### src/rtl/dram_arb_pkg.sv
// Shared encodings for the data_ram arbiter: FSM states, owner ids,
// wait counter width and the RAM command constants.
// Latency: n/a (types and constants only). Backpressure: n/a.
package dram_arb_pkg;

  // Arbiter FSM: IDLE arbitrates freely, LOCK1 keeps port 1 as owner.
  typedef enum logic {
    IDLE  = 1'b0,
    LOCK1 = 1'b1
  } arb_state_t;

  // Owner identifiers held in last_owner.
  localparam logic OWNER_M0 = 1'b0;
  localparam logic OWNER_M1 = 1'b1;

  // Width of the CPU starvation counter (MAX_WAIT must fit, 1..15).
  localparam int WAIT_CNT_W = 4;

  // RAM command levels.
  localparam logic CHIP_ENABLE   = 1'b1;
  localparam logic CHIP_DISABLE  = 1'b0;
  localparam logic WRITE_ENABLE  = 1'b1;
  localparam logic WRITE_DISABLE = 1'b0;

endpackage

### src/rtl/dram_arb_pick.sv
// Combinational two-way picker producing a one-hot grant {m1, m0}.
// Latency: zero (pure combinational). Backpressure: a denied request simply
// gets no grant; the requester holds it until granted.
// Ports: req0/req1 requests, last_owner (round-robin history), in_lock
// (port 1 holds the RAM), force_m0 (starvation preemption), grant one-hot.
// Build option: DRAM_ARB_RR_EN selects round-robin IDLE arbitration,
// otherwise port 0 has fixed priority.
module dram_arb_pick
  import dram_arb_pkg::*;
(
  input  logic       req0,
  input  logic       req1,
  input  logic       last_owner,
  input  logic       in_lock,
  input  logic       force_m0,
  output logic [1:0] grant
);

`ifndef DRAM_ARB_RR_EN
  // History is kept by the top but ignored under fixed priority.
  logic unused_last_owner;
  assign unused_last_owner = last_owner;
`endif

  always_comb begin
    grant = 2'b00;
    if (force_m0) begin
      // Starvation bound reached: CPU gets exactly this cycle.
      grant = 2'b01;
    end else if (in_lock && req1) begin
      grant = 2'b10;
    end else if (req0 && req1) begin
`ifdef DRAM_ARB_RR_EN
      grant = (last_owner == OWNER_M0) ? 2'b10 : 2'b01;
`else
      grant = 2'b01;
`endif
    end else if (req0) begin
      grant = 2'b01;
    end else if (req1) begin
      grant = 2'b10;
    end
  end

endmodule

### src/rtl/data_ram_arbiter.sv
// Shares the single-port data_ram between the CPU MEM stage (port 0) and the
// DMA/boot-loader (port 1); port 1 may lock the RAM for bursts.
// Latency: zero; ack, RAM command and read data settle in the request cycle.
// Backpressure: a denied master sees ack=0 and holds its request; stall_o
// flags a waiting CPU. A lock starves the CPU at most MAX_WAIT cycles.
// Ports: clk/rst, m0_*/m1_* master request and response, m1_lock,
// stall_o to the pipeline, ram_* command and ram_rdata from data_ram.
// Build option: DRAM_ARB_RR_EN (round-robin IDLE arbitration, see picker).
module data_ram_arbiter
  import dram_arb_pkg::*;
#(
  parameter int ADDR_W   = 32,
  parameter int DATA_W   = 32,
  parameter int MAX_WAIT = 4
) (
  input  logic                clk,
  input  logic                rst,

  input  logic                m0_req,
  input  logic                m0_we,
  input  logic [ADDR_W-1:0]   m0_addr,
  input  logic [DATA_W/8-1:0] m0_sel,
  input  logic [DATA_W-1:0]   m0_wdata,
  output logic                m0_ack,
  output logic [DATA_W-1:0]   m0_rdata,

  input  logic                m1_req,
  input  logic                m1_we,
  input  logic [ADDR_W-1:0]   m1_addr,
  input  logic [DATA_W/8-1:0] m1_sel,
  input  logic [DATA_W-1:0]   m1_wdata,
  input  logic                m1_lock,
  output logic                m1_ack,
  output logic [DATA_W-1:0]   m1_rdata,

  output logic                stall_o,

  output logic                ram_ce,
  output logic                ram_we,
  output logic [ADDR_W-1:0]   ram_addr,
  output logic [DATA_W/8-1:0] ram_sel,
  output logic [DATA_W-1:0]   ram_wdata,
  input  logic [DATA_W-1:0]   ram_rdata
);

  localparam logic [WAIT_CNT_W-1:0] MAX_WAIT_C = WAIT_CNT_W'(MAX_WAIT);

  arb_state_t            state;
  logic                  last_owner;
  logic [WAIT_CNT_W-1:0] wait_cnt;

  logic       req0, req1;
  logic       force_m0;
  logic [1:0] grant;

  // Requests are masked during reset so every output reads 0 while rst=1.
  assign req0     = m0_req & ~rst;
  assign req1     = m1_req & ~rst;
  assign force_m0 = (state == LOCK1) && (wait_cnt == MAX_WAIT_C) && req0;

  dram_arb_pick u_pick (
    .req0       (req0),
    .req1       (req1),
    .last_owner (last_owner),
    .in_lock    (state == LOCK1),
    .force_m0   (force_m0),
    .grant      (grant)
  );

  assign m0_ack  = grant[0];
  assign m1_ack  = grant[1];
  assign stall_o = req0 & ~grant[0];

  always_comb begin
    ram_ce    = CHIP_DISABLE;
    ram_we    = WRITE_DISABLE;
    ram_addr  = '0;
    ram_sel   = '0;
    ram_wdata = '0;
    if (grant[0]) begin
      ram_ce    = CHIP_ENABLE;
      ram_we    = m0_we;
      ram_addr  = m0_addr;
      ram_sel   = m0_sel;
      ram_wdata = m0_wdata;
    end else if (grant[1]) begin
      ram_ce    = CHIP_ENABLE;
      ram_we    = m1_we;
      ram_addr  = m1_addr;
      ram_sel   = m1_sel;
      ram_wdata = m1_wdata;
    end
  end

  assign m0_rdata = (grant[0] && !m0_we) ? ram_rdata : '0;
  assign m1_rdata = (grant[1] && !m1_we) ? ram_rdata : '0;

  always_ff @(posedge clk or posedge rst) begin
    if (rst) begin
      state      <= IDLE;
      last_owner <= OWNER_M1;
      wait_cnt   <= '0;
    end else begin
      case (state)
        IDLE:    if (grant[1] && m1_lock) state <= LOCK1;
        // Lock release wins even over a forced CPU cycle.
        LOCK1:   if (!m1_lock) state <= IDLE;
        default: state <= IDLE;
      endcase

      if (grant[0])      last_owner <= OWNER_M0;
      else if (grant[1]) last_owner <= OWNER_M1;

      // Clear has priority; otherwise count denied CPU cycles, saturating.
      if (!m0_req || grant[0])     wait_cnt <= '0;
      else if (wait_cnt < MAX_WAIT_C) wait_cnt <= wait_cnt + 1'b1;
    end
  end

endmodule
### config.mk
export PLATFORM = sky130hd
export DESIGN_NAME = data_ram_arbiter
export DESIGN_NICKNAME = d
export VERILOG_FILES = /design/src/rtl/dram_arb_pkg.sv /design/src/rtl/dram_arb_pick.sv /design/src/rtl/data_ram_arbiter.sv
export SDC_FILE = /design/constraint.sdc
export NUM_CORES = 1
export LEC_CHECK = 0
export BUFFER_PORTS_ARGS = -buffer_cell sky130_fd_sc_hd__buf_2
export CORE_AREA = 4 4 120 122
export DETAILED_ROUTE_END_ITERATION = 7
export DIE_AREA = 0 0 124 126
export PLACE_DENSITY = 0.59
export SYNTH_ARGS = -nofsm -noshare
export SYNTH_HDL_FRONTEND = slang
export SYNTH_SLANG_ARGS = --single-unit
### constraint.sdc
create_clock -name clk -period 3.7 [get_ports clk]
set_input_delay 0.185 -clock clk [delete_from_list [all_inputs] [get_ports clk]]
set_output_delay 0.185 -clock clk [all_outputs]
set_load 0.03 [all_outputs]
==> summary.txt, run 1 <==
Clock network
  – Clk buf depth: 2
  – TritonCTS clock tree: built
  – Worst skew pair latency: around 0.23 ns
  – Clock Sinks: 5
  – Clock slew at reported path FFs: around 0.03 ns
  – Post-CTS Setup Bufs: 0
  – CTS Root Cell: clkbuf_16
  – Num CTS Buffers: 3
  – Hold buffer count at CTS: 0
  – Post-CTS sizing: 0
  – H-tree depth: 1

Timing
  – Slew headroom: between 40% and 50%
  – Worst-margin pin slew: slightly below 0.8 ns
  – Tmin final: roughly 2.8 ns
  – Final worst path period share: 76.1%
  – Final setup fails: 0
  – Final Skew: 0.00155 ns
  – Setup TNS: 0 ns
  – Max Fclk: approximately 350 MHz
  – Slew Viols, Final: 0
  – RSZ-0062 raised after global routing: false
  – Fin Hold WS: 0.182 ns
  – Final Hold Viols: 0
  – Final WS setup: a little under 0.9 ns

Critical path
  – Buf/Inv on CP: 3
  – CP peak stage delay: around 0.63 ns
  – CP Cell Sequence: inv_1, ha_1, and3b_2, buf_4, o211ai_1, a21oi_1, buf_2
  – Family with the most delay on the worst path: buffers and inverters
  – Arrival time at the worst endpoint: around 2.6 ns
  – Slowest CP cell: and3b_2
  – Launching element type of the critical path: register
  – Worst setup EP type: primary output
  – Crit Path Class: reg -> out
  – CP max FO: 41
  – Critical Path RT: 3.51 ns

GRT
  – GRT Residual Overflow: 0
  – Largest net degree at the start of global routing: 71
  – First-pass GRT wire length: ~21 mm
  – GRT Overall Usage: between 10% and 20%
  – Initial antenna violation count: 5
  – Vias in the first global route: between 3000 and 4000

Final layout
  – FILL cells: ~1500
  – Fin cells: between 800 and 900
  – Layout area overhead: 72.8%
  – Final net count: about 820
  – Sequential Area: between 100 and 150 um^2
  – Multi-input logic area: between 1500 and 2000 um^2
  – Util after Layout: a little over 30%
  – Fraction of layout cells with a size suffix above 1: ~52%

Synthesis
  – Syn_area_per_cell: approximately 6.3 um^2
  – Syn_nets: 549
  – Mapped Cells: 372
  – Post-synth cell types: 30
  – Post-synthesis sequential area ratio: under 10%
  – YS warnings: 0
  – Post-synthesis register bit count: 5
  – Cell area after synthesis: ~2300 um^2

Place
  – Global placement routability congestion: 0.828
  – Place WS: around 1.1 ns
  – Placed cell count: just over 800
  – Port bufs: about 310
  – DP HPWL: around 12 mm

Power
  – Leakage: a little over 2 nW
  – Reg power frac: 8.3%
  – Worst VDD drop: roughly 0.00011 V
  – PD cells: about 180 nW/um^2
  – Switch share: slightly below 50%
  – Switch Pwr: about 0.00035 W
  – P_int: around 0.00037 W
  – Logic pwr share: approximately two thirds
  – Clock group share of total power: between 20 and 25%

Drt
  – DRT Pass-1 Iters: 5
  – DRC Markers: 0
  – Initial drt markers: about 310
  – Routed length per placed instance: about 18 um
  – Total number of vias: a little over 4000
  – DRT antenna net count: 0
  – Drt total wl: 14.8 mm
  – DR vias/cell: approximately 5

Floorplan
  – Die ar.: 15600 um^2
  – Die Y: 126 um
  – Ports: about 310
  – Rows: 42
  – Area of the core: 13200 um^2
  – Starting density of the core: 17.7%
  – Die width: 124 um

Flow run
  – Max_cap viols: 0

Outcome
  – Outcome: finished, final reports clean

Worst hold path
  – Hold WC Path Type: in -> reg
==> metrics by stage <==
stage               power [W]  area, um^2
floorplan            0.000350        2330
CTS                  0.000726        4020
finish               0.000722        4030
global placement     0.000544        3940
detailed placement   0.000544        3940
global route         0.000768        4030
==> synthesized netlist by cell type <==
cell type / n / area, um^2
nand3_1: 1 / 5.00
a2111oi_4: 1 / 27.5
a2bb2oi_1: 1 / 8.76
ha_1: 2 / 25.0
a211oi_1: 1 / 7.51
nand4_1: 69 / 432
and2_1: 64 / 400
inv_1: 4 / 15.0
nor2_1: 6 / 22.5
nand2_1: 2 / 7.51
a311oi_2: 1 / 15.0
nand3b_1: 1 / 7.51
o21a_1: 1 / 7.51
nand4b_1: 1 / 8.76
nor3b_1: 1 / 7.51
buf_6: 4 / 45.0
a21oi_1: 71 / 355
dfrtp_1: 5 / 125
clkbuf_2: 1 / 5.00
buf_1: 3 / 11.3
nor3_1: 1 / 5.00
xnor2_1: 1 / 8.76
o211ai_1: 69 / 518
clkbuf_1: 48 / 180
o21ai_0: 1 / 5.00
and3b_1: 2 / 17.5
nand2b_1: 3 / 18.8
nor2b_1: 1 / 6.26
buf_2: 5 / 25.0
a31oi_1: 1 / 6.26
==> cells in the final DEF (no fill, tap or decap), types with 3 or more instances in the layout <==
cell type / synthesis / layout
buf_2: 5 / 311
nor2_1: 6 / 6
o211ai_1: 69 / 69
buf_4: 0 / 10
dfrtp_1: 5 / 5
clkbuf_16: 0 / 3
and2_1: 64 / 64
inv_1: 4 / 4
a21oi_1: 71 / 71
nand4_1: 69 / 69
==> final timing paths <==
| check | from | end | slack, ns | cells past startpoint |
|---|---|---|---|---|
| max reg2reg | wait_cnt[0] | wait_cnt[0] | 1.37 | 6 |
| min reg2reg | wait_cnt[1] | wait_cnt[1] | 0.57 | 2 |
| max | wait_cnt[0] | ram_wdata[4] | 0.88 | 7 |
| min in group asynchronous | rst | wait_cnt[2] | 0.19 | 2 |
| min | m1_lock | state | 0.18 | 2 |
| max in group asynchronous | rst | wait_cnt[0] | 3.32 | 2 |
==> cells by family (layout without fill, tap and decap cells) <==
kind of cell	count (synthesis)	count (layout)	synth area share, %
and+or+nand+nor	152	152	40.3
AOI/OAI and AO/OA	147	147	40.8
buffers and inverters	65	330	12.1
DFF	5	5	5.37
adders and majority gates	2	2	1.07
xor gates and xnor gates	1	1	0.376
other	0	2	0
==> power groups by stage <==
stage | Sequential [W] | Clock [W] | Combinational, W
after floorplan | 0.0000590 | 0 | 0.000291
after global placement | 0.0000607 | 0 | 0.000483
after detailed placement | 0.0000607 | 0 | 0.000483
after CTS | 0.0000601 | 0.000181 | 0.000485
after global routing | 0.0000605 | 0.000185 | 0.000523
final | 0.0000600 | 0.000178 | 0.000484
==> sequential cells by signal, indices dropped and copies added (netlist names) <==
signal    flops
wait_cnt      4
state         1
==> per-layer routing <==
metal  up-vias  routed length [um]  global-route usage, %
li1       1963                   -                      -
met1      1859                5800                   21.5
met3        16                1420                   2.60
met5         -                   0                      0
met4         0                 269                   4.77
met2       255                7350                   30.0
==> cell type report <==
cell class              instances  area share (%)
multi-input cells             302            47.9
repair buffers                322            41.0
well taps                     176            5.47
flip-flops and latches          5            3.11
clock buffers                   4            1.96
inverters                       4           0.373
diodes                          2           0.124
Power figures use the tool's default switching activity.
==> inputs of run 2 (changes only) <==
==> constraint.sdc (replaced) <==
create_clock -name clk -period 2.76 [get_ports clk]
set_input_delay 0.138 -clock clk [delete_from_list [all_inputs] [get_ports clk]]
set_output_delay 0.138 -clock clk [all_outputs]
set_load 0.03 [all_outputs]
==> run 2 against run 1 <==
  * Worst setup slack got worse by 0.42 ns
  * Total power rose by 34%
  * Clock power rose by 34%
  * Critical path depth did not move
  * Non-clock buffer count rose by 5
  * Global-route usage fell by 0.17 points
  * Core utilization rose by 0.36 points
  * Register-to-register slack got worse by 0.44 ns
  * Worst hold slack got worse by 0.046 ns
  * Sequential power rose by 34%
  * First-iteration DRC count fell by 17%
==> summary.txt, run 2 (synthesized netlist as in run 1, its figures left out) <==
Outcome
  – Outcome: finished, final reports clean (unchanged)

Final layout
  – Top Registers: wait_cnt x4, state x1 (unchanged)
  – Fraction of layout cells with a size suffix above 1: 52.0% (was 51.8%)
  – Most frequent cells in the layout: buf_2, a21oi_1, nand4_1, o211ai_1, and2_1 (unchanged)
  – Commonest non-fill, non-tap cell in the layout: buf_2 (unchanged)
  – Layout area overhead: 74.8% (was 72.8%)
  – Max reg flops: 4 (unchanged)
  – Util after Layout: 30.9% (was 30.5%)
  – FILL cells: 1508 (was 1504)
  – Reg with most FFs: wait_cnt (unchanged)
  – Final net count: 820 (was 815)

Critical path
  – CP Cell Sequence: inv_1, ha_1, and3b_2, buf_4, o211ai_1, a21oi_1, buf_2 (unchanged)
  – R2r startpoint: wait_cnt[0] (unchanged)
  – CP max FO: 43 (was 41)
  – Reg2reg end: wait_cnt[0] (unchanged)
  – Worst setup EP type: primary output (unchanged)
  – Arrival time at the worst endpoint: 2.16 ns (was 2.63 ns)
  – Crit Path Class: reg -> out (unchanged)
  – CP peak stage delay: 0.42 ns (was 0.63 ns)
  – Slowest CP cell: buf_4 (was and3b_2)
  – Crit path to: ram_wdata[8] (was ram_wdata[4])
  – R2R depth: 6 (unchanged)
  – Launching element type of the critical path: register (unchanged)
  – R2r setup slk: 0.93 ns (was 1.37 ns)
  – Critical Path RT: 2.62 ns (was 3.51 ns)
  – Worst Setup SP: wait_cnt[0] (unchanged)

Timing
  – Final worst path period share: roughly 83%
  – Final Skew: 0.00246 ns (was 0.00155 ns)
  – RSZ-0062 raised after global routing: false (unchanged)
  – Final setup fails: 0 (unchanged)
  – Tmin final: ~2.3 ns
  – Setup TNS: 0 ns (unchanged)
  – Worst-margin pin slew: 0.781 ns (was 0.787 ns)
  – Slew headroom: 47.9% (was 47.5%)
  – Slew Viols, Final: 0 (unchanged)
  – Max Fclk: about 440 MHz
  – Final Hold Viols: 0 (unchanged)

Drt
  – Initial drt markers: 257 (was 311)
  – DRT Pass-1 Iters: 4 (was 5)
  – DRC Markers: 0 (unchanged)
  – Drt total wl: 14.8 mm (about the same)
  – DR vias/cell: 5.02 (about the same)
  – DRT antenna net count: 0 (unchanged)
  – Routed length per placed instance: 18.0 um (was 18.2 um)
  – Total number of vias: 4134 (was 4093)

Clock network
  – H-tree depth: 1 (unchanged)
  – Post-CTS Setup Bufs: 0 (unchanged)
  – Num CTS Buffers: 3 (unchanged)
  – Clock Sinks: 5 (unchanged)
  – CTS Root Cell: clkbuf_16 (unchanged)
  – TritonCTS clock tree: built (unchanged)
  – Worst skew pair latency: 0.23 ns (about the same)
  – Clk buf depth: 2 (unchanged)
  – Clock slew at reported path FFs: 0.03 ns (about the same)

Floorplan
  – Die ar.: 15600 um^2 (unchanged)
  – Die width: 124 um (unchanged)
  – Die Y: 126 um (unchanged)
  – Ports: 312 (unchanged)
  – Rows: 42 (unchanged)
  – Area of the core: 13200 um^2 (unchanged)
  – Starting density of the core: 17.7% (unchanged)

Power
  – Worst VDD drop: 0.000125 V (was 0.000113 V)
  – Leakage: 2.10 nW (was 2.08 nW)
  – PD cells: 238 nW/um^2 (was 179 nW/um^2)

GRT
  – Vias in the first global route: 3892 (was 3807)
  – Largest net degree at the start of global routing: 72 (was 71)
  – First-pass GRT wire length: 21.2 mm (was 21.3 mm)
  – GRT Overall Usage: 16.9% (was 17.1%)
  – GRT Residual Overflow: 0 (unchanged)
  – Initial antenna violation count: 8 (was 5)

Worst hold path
  – Hold WC Path Type: in -> reg (unchanged)

Place
  – Port bufs: 311 (unchanged)
  – DP HPWL: 11.6 mm (was 11.5 mm)
  – Global placement routability congestion: 0.825 (was 0.828)

Flow run
  – Max_cap viols: 0 (unchanged)
## run 2: cell count changes in the layout (fill, tap and decap cells not counted), sizes merged
cell and delta:
diode +3, buf +4, dlygate4sd3 +1
## run 2: routing by layer
layer	wire, um	vias up	GRT usage (%)
met3	1600	15	3.86
met4	166	4	6.12
met2	7370	247	29.6
li1	-	1976	-
met1	5610	1892	19.9
met5	27	-	0
## run 2: repair_timing
action | CTS | global route
endpoints found under the hold margin | 5 | 0
gates resized for setup | 0 | 0
hold buffers | 1 | 0
## run 2: power breakdown
part           internal [W]  switching, W
Combinational      0.000235      0.000414
Clock              0.000191     0.0000469
Sequential        0.0000767    0.00000406
Total              0.000503      0.000465
## run 2: how the worst min path moves through the flow
stage / from / end / slack (ns) / cells past startpoint
2_1_floorplan: m1_lock / state / 0.26 / 1
3_3_place_gp: rst / wait_cnt[2] / 0.07 / 2
3_5_place_dp: rst / wait_cnt[2] / 0.08 / 2
4_1_cts: m1_lock / state / 0.14 / 2
5_1_grt: m1_lock / state / 0.16 / 2
6_report: m1_lock / state / 0.14 / 2
## run 2: layout make-up
| type | count | area (um^2) | area share [%] |
|---|---|---|---|
| sequential | 5 | 125 | 3.07 |
| tap | 176 | 220 | 5.41 |
| inverter | 4 | 15.0 | 0.369 |
| clock buffer | 4 | 78.8 | 1.94 |
| multi-input combinational | 302 | 1930 | 47.4 |
| timing repair buffer | 327 | 1690 | 41.5 |
| antenna | 5 | 12.5 | 0.307 |
## run 2: metrics by stage
stage	total power [W]	instance area, um^2	instances	hold WS (ns)	setup slack [ns]
after floorplan	0.000469	2330	372	0.260	0.744
after global placement	0.000730	3970	813	0.0733	0.709
after detailed placement	0.000731	3970	813	0.0788	0.717
after CTS	0.000975	4060	818	0.141	0.460
after global routing	0.00103	4070	823	0.156	0.303
final	0.000968	4070	823	0.136	0.465
## run 2: worst max-delay path: cells and delay by family (launching register included)
family | cells | cell delay [ns]
AO/OA/AOI/OAI | 2 | 0.36
adder cells (fa/ha/maj) | 1 | 0.18
buffers and inverters | 3 | 0.72
flip-flops | 1 | 0.40
AND/OR/NAND/NOR | 1 | 0.24
